==> config.mk <==
export PLATFORM = sky130hd
export DESIGN_NAME = dmem_arbiter
export DESIGN_NICKNAME = d
export VERILOG_FILES = /design/src/rtl/dmem_arb_pkg.sv /design/src/rtl/dmem_arb_addr_check.sv /design/src/rtl/dmem_arbiter.sv
export SDC_FILE = /design/constraint.sdc
export NUM_CORES = 1
export LEC_CHECK = 0
export CAP_MARGIN = 0
export CORE_AREA = 2 2 118 120
export DETAILED_ROUTE_END_ITERATION = 7
export DIE_AREA = 0 0 120 122
export GPL_TIMING_DRIVEN = 0
export SLEW_MARGIN = 20
export SYNTH_ARGS = -nofsm -noshare
export SYNTH_HDL_FRONTEND = slang
export SYNTH_SLANG_ARGS = --single-unit
==> constraint.sdc <==
create_clock -name clk -period 2.6 [get_ports clk]
set_clock_uncertainty 0.2 [all_clocks]
set_input_delay 0.65 -clock clk [delete_from_list [all_inputs] [get_ports clk]]
set_output_delay 0.65 -clock clk [all_outputs]
set_load 0.02 [all_outputs]
==> src/rtl/dmem_arb_pkg.sv <==
// dmem_arb_pkg: shared types and constants for the data-memory arbiter
package dmem_arb_pkg;
    typedef enum logic [0:0] {ARB, LOCKED} arb_state_e;
    localparam int P_CPU     = 0;
    localparam int P_DMA     = 1;
    localparam int MEM_WORDS = 1024;
    localparam int MEM_BYTES = MEM_WORDS * 4;
endpackage

==> src/rtl/dmem_arb_addr_check.sv <==
// dmem_arb_addr_check: flags addresses outside the data memory or not word aligned
//   addr in  ADDR_W  byte address of the selected request
//   err  out 1       1 = access must be rejected
module dmem_arb_addr_check import dmem_arb_pkg::*; #(
    parameter int ADDR_W = 32
) (
    input  logic [ADDR_W-1:0] addr,
    output logic              err
);
    always_comb err = |(addr >> $clog2(MEM_BYTES)) || |addr[1:0];
endmodule

==> src/rtl/dmem_arbiter.sv <==
// dmem_arbiter: round-robin two-port arbiter with bounded lock bursts in front of the data memory
//   clk, rst                          clock, async active-high reset
//   req/we/addr/wdata/lock 0,1        requester inputs (0 = CPU, 1 = DMA/debug)
//   gnt 0,1                           combinational grant
//   rsp_valid/rsp_err/rdata 0,1       registered response one cycle after grant
//   mem_addr/mem_write_data/mem_read/mem_write/mem_read_data  memory side
module dmem_arbiter import dmem_arb_pkg::*; #(
    parameter int ADDR_W    = 32,
    parameter int DATA_W    = 32,
    parameter int MAX_BURST = 4
) (
    input  logic              clk,
    input  logic              rst,
    input  logic              req0,
    input  logic              we0,
    input  logic [ADDR_W-1:0] addr0,
    input  logic [DATA_W-1:0] wdata0,
    input  logic              lock0,
    output logic              gnt0,
    output logic              rsp_valid0,
    output logic              rsp_err0,
    output logic [DATA_W-1:0] rdata0,
    input  logic              req1,
    input  logic              we1,
    input  logic [ADDR_W-1:0] addr1,
    input  logic [DATA_W-1:0] wdata1,
    input  logic              lock1,
    output logic              gnt1,
    output logic              rsp_valid1,
    output logic              rsp_err1,
    output logic [DATA_W-1:0] rdata1,
    output logic [31:0]       mem_addr,
    output logic [31:0]       mem_write_data,
    output logic              mem_read,
    output logic              mem_write,
    input  logic [31:0]       mem_read_data
);
    arb_state_e        state;
    logic              owner, prio, rd0, rd1;
    logic [3:0]        cnt;
    logic              hold, any, sel, sel_we, sel_lock, err;
    logic [ADDR_W-1:0] sel_addr;
    logic [DATA_W-1:0] sel_wdata;

    // hold: the lock owner is still requesting, so it keeps the grant this cycle;
    // otherwise plain round-robin (when the owner drops req only the other port can be requesting)
    always_comb begin
        hold      = state == LOCKED && (owner ? req1 : req0);
        sel       = hold ? owner : (req0 && req1 ? prio : req1);
        any       = !rst && (hold || req0 || req1);
        gnt0      = any && sel == 1'(P_CPU);
        gnt1      = any && sel == 1'(P_DMA);
        sel_we    = sel ? we1 : we0;
        sel_lock  = sel ? lock1 : lock0;
        sel_addr  = sel ? addr1 : addr0;
        sel_wdata = sel ? wdata1 : wdata0;
        mem_read       = any && !err && !sel_we;
        mem_write      = any && !err && sel_we;
        mem_addr       = 32'(sel_addr);
        mem_write_data = 32'(sel_wdata);
        rdata0 = rsp_valid0 && rd0 && !rsp_err0 ? DATA_W'(mem_read_data) : '0;
        rdata1 = rsp_valid1 && rd1 && !rsp_err1 ? DATA_W'(mem_read_data) : '0;
    end

    dmem_arb_addr_check #(.ADDR_W(ADDR_W)) u_chk (.addr(sel_addr), .err(err));

    always_ff @(posedge clk or posedge rst) begin
        if (rst) begin
            state <= ARB;
            owner <= 1'b0;
            prio  <= 1'b0;
            cnt   <= '0;
        end else if (hold) begin
            cnt <= cnt + 4'd1;
            if (!sel_lock || cnt + 4'd1 == 4'(MAX_BURST)) begin
                state <= ARB;
                prio  <= ~owner;
                cnt   <= '0;
            end
        end else begin
            state <= ARB;
            cnt   <= '0;
            if (state == LOCKED)
                prio <= ~owner;
            // a grant in this cycle overrides the exit priority above
            if (any) begin
                prio <= ~sel;
                if (sel_lock && MAX_BURST > 1) begin
                    state <= LOCKED;
                    owner <= sel;
                    cnt   <= 4'd1;
                end
            end
        end
    end

    always_ff @(posedge clk or posedge rst) begin
        if (rst) begin
            rsp_valid0 <= 1'b0;
            rsp_valid1 <= 1'b0;
            rsp_err0   <= 1'b0;
            rsp_err1   <= 1'b0;
            rd0        <= 1'b0;
            rd1        <= 1'b0;
        end else begin
            rsp_valid0 <= gnt0;
            rsp_valid1 <= gnt1;
            rsp_err0   <= gnt0 && err;
            rsp_err1   <= gnt1 && err;
            rd0        <= gnt0 && !sel_we;
            rd1        <= gnt1 && !sel_we;
        end
    end
endmodule

==> reports/qor.csv, run 1 <==
metric,value,unit
drc,0,
core,0.0135,mm2
crit_fanout,7,
largest_register,cnt,
leakagePower,3.11,nW
outcome,"complete, but fails checks",
rows,43,
grt_pass1_vias,3538,
setup_slack,-0.291,ns
cts.sinks,13,
cts_tree,yes,
synth-seq-cells,13,
crit_type,flop to output port,
critPathCaptureType,output port,
slew_viol_final,0,
irDropWorstVdd,0.177,mV
powerDensity,367,mW/mm2
reg2reg_from,cnt[0],
holdWs,0.311,ns
syn_area,0.00209,mm2
n_antenna_cell,0,
start_util,15.5,%
cpPeakStageDelay,0.43,ns
detail_route.wl_per_cell,17.8,um
crit_top_cell,buf_6,
path_cells,mux2i_4 -> a21boi_4 -> buf_12 -> buf_6 -> buf_6 -> clkbuf_16 -> mux2_4 -> buf_6,
cts.clk_slew.worst_paths,0.05,ns
cpMaxStageDelayCell,dfrtp_2,
period_share,111,%
r2r_cells,5,
slew_headroom,75.8,%
synth_seq_area_share,15.5,%
syn-mean-instance-area,8.80,um2
synth-edff-count,0,
crit_arrival,2.04,ns
largest_reg_flops,4,
grt_antenna_before_repair,0,
yosysWarnings,0,
rr_endpoint,state,
dp_slack,-1.40,ns
violations,setup timing,
fmax,346,MHz
h-tree-depth,1,
synthToLayoutAreaGrowth,200,%
routed_wl,13600,um
first_pass_iters,4,
drv_cap,0,
io-pin-count,304,
fin_util,46.5,%
dieHeight,122,um
synth_flop_cell,dfrtp_1,
rsz0062_at_grt,true,
grt_usage,17.6,%
synthArstFlopShare,100,%
via_per_inst,4.22,
die-width,120,um
synth_nets,408,
die-area,0.0146,mm2
hpwl,10700,um
clk_path_buf_depth,2,
syn_inst,238,
finalCriticalPeriod,2.89,ns
cts_buffers,3,
grt_overflow,0,
finalSetupViolCount,66,
gp_congestion,0.761,
required,1.75,ns
ys_types,39,
nNetsFinal,754,
hold_viol,0,
drtIter0Drc,51,
cts-root-buf,clkbuf_16,
reg2reg_slack,0.75,ns
grt_max_degree,14,
clock_latency,0.24,ns
numPortBuffers,303,
worstMarginPinSlew,0.356,ns
min_path_type,input port to async pin,
start_kind,flop,
grt_pass1_wl,19700,um
ant_nets,0,
num_vias,3221,
layout-drive-gt1-share,40.3,%
## metrics by stage
| step | setup TNS [ns] | instances | area (um2) | total power [mW] |
|---|---|---|---|---|
| after floorplan | -0.110 | 238 | 2140 | 0.852 |
| after global placement | -76.91 | 721 | 5390 | 1.52 |
| after detailed placement | -76.31 | 721 | 5390 | 1.52 |
| after CTS | -11.44 | 760 | 6230 | 2.29 |
| after global routing | -15.27 | 763 | 6280 | 2.42 |
| final | -12.23 | 763 | 6280 | 2.30 |
## metal layers
layer / vias to the layer above / share of wire (%) / track usage [%]
li1: 1537 / - / -
met1: 1480 / 34 / 17.6
met2: 194 / 55 / 35.2
met3: 10 / 10 / 5.48
met4: 0 / 1.1 / 3.60
met5: - / 0 / 0
## cells in the mapped netlist (2+ instances only)
cell type  instances  area (um2)
a211oi_1           2        15.0
a21oi_1            2        10.0
and2_1            65         407
and3_1             3        18.8
buf_6              5        56.3
clkbuf_1           6        22.5
clkbuf_8           2        27.5
dfrtp_1           13         325
ha_1               2        25.0
inv_1              6        22.5
mux2_2            65         732
mux2i_1            3        30.0
nand2_1            6        22.5
nand2b_1           3        18.8
nand3_1            2        10.0
nand4_1            2        12.5
nand4b_1           3        26.3
nor2_1            13        48.8
nor2b_1            2        12.5
nor3_1             2        10.0
nor4_1             6        37.5
o21ai_0            6        30.0
or4_1              3        22.5
## worst max path at each step
stage / startpoint / end / cells after the start
3_5_place_dp: rst / gnt0 / 5
2_1_floorplan: addr1[29] / mem_read / 4
4_1_cts: addr0[23] / mem_write / 6
6_report: state / mem_addr[4] / 8
5_1_grt: addr0[0] / mem_write / 6
3_3_place_gp: rst / gnt0 / 5
## cell families (layout without fill, tap and decap cells)
kind of cell	Yosys count	in the layout	share of synthesized area, %
AOI/OAI and AO/OA	20	20	6.81
xor gates and xnor gates	1	1	0.418
adders and majority gates	2	2	1.20
buffers and inverters	21	366	7.23
DFF	13	13	15.5
muxes	68	68	36.4
and+or+nand+nor	113	113	32.4
## timing repair
item / in CTS / in global routing
endpoints found under the setup margin: 132 / 69
hold buffers: 0 / 0
pin swaps: 19 / 12
resized for setup: 664 / 53
buffers inserted: 28 / 10
cloned: 8 / 0
## cells in the final DEF, fill, tap and decap left out, drive strengths merged, types with 3 or more instances in the layout
| master | instances |
|---|---|
| clkdlybuf4s15 | 10 |
| nand2 | 6 |
| o21ai | 7 |
| mux2i | 3 |
| nor4 | 6 |
| nand2b | 3 |
| and3 | 3 |
| clkdlybuf4s50 | 128 |
| nand4b | 3 |
| inv | 5 |
| clkbuf | 22 |
| nor2 | 13 |
| and2 | 65 |
| buf | 122 |
| dfrtp | 13 |
| dlygate4sd2 | 76 |
| or4 | 4 |
| mux2 | 65 |
## where the power goes
part           internal, mW  total (mW)  switching [mW]
clock                 0.207       0.291          0.0841
combinational          1.07        1.75           0.677
sequential            0.231       0.268          0.0368
## worst max-delay path: cells and delay by family, from the launching register on
| kind | cells | cell delay, ns |
|---|---|---|
| buf+inv | 5 | 0.66 |
| flops | 1 | 0.43 |
| compound gates | 1 | 0.22 |
| mux | 2 | 0.50 |
## cell type report
| cell class | instances | area (um2) |
|---|---|---|
| clock buffers | 4 | 78.8 |
| well taps | 180 | 225 |
| repair buffers | 344 | 3490 |
| multi-input cells | 204 | 1980 |
| flip-flops and latches | 13 | 328 |
| fillers | 1323 | 7220 |
| plain buffers | 12 | 150 |
| inverters | 6 | 26.3 |
(Power assumes the default switching activity.)
==> run 2: changes to the inputs <==
- CTS_CLUSTER_DIAMETER: default -> 80
==> results of run 2 <==
Same layout as run 1: the final DEF is identical, and so are final timing and power.
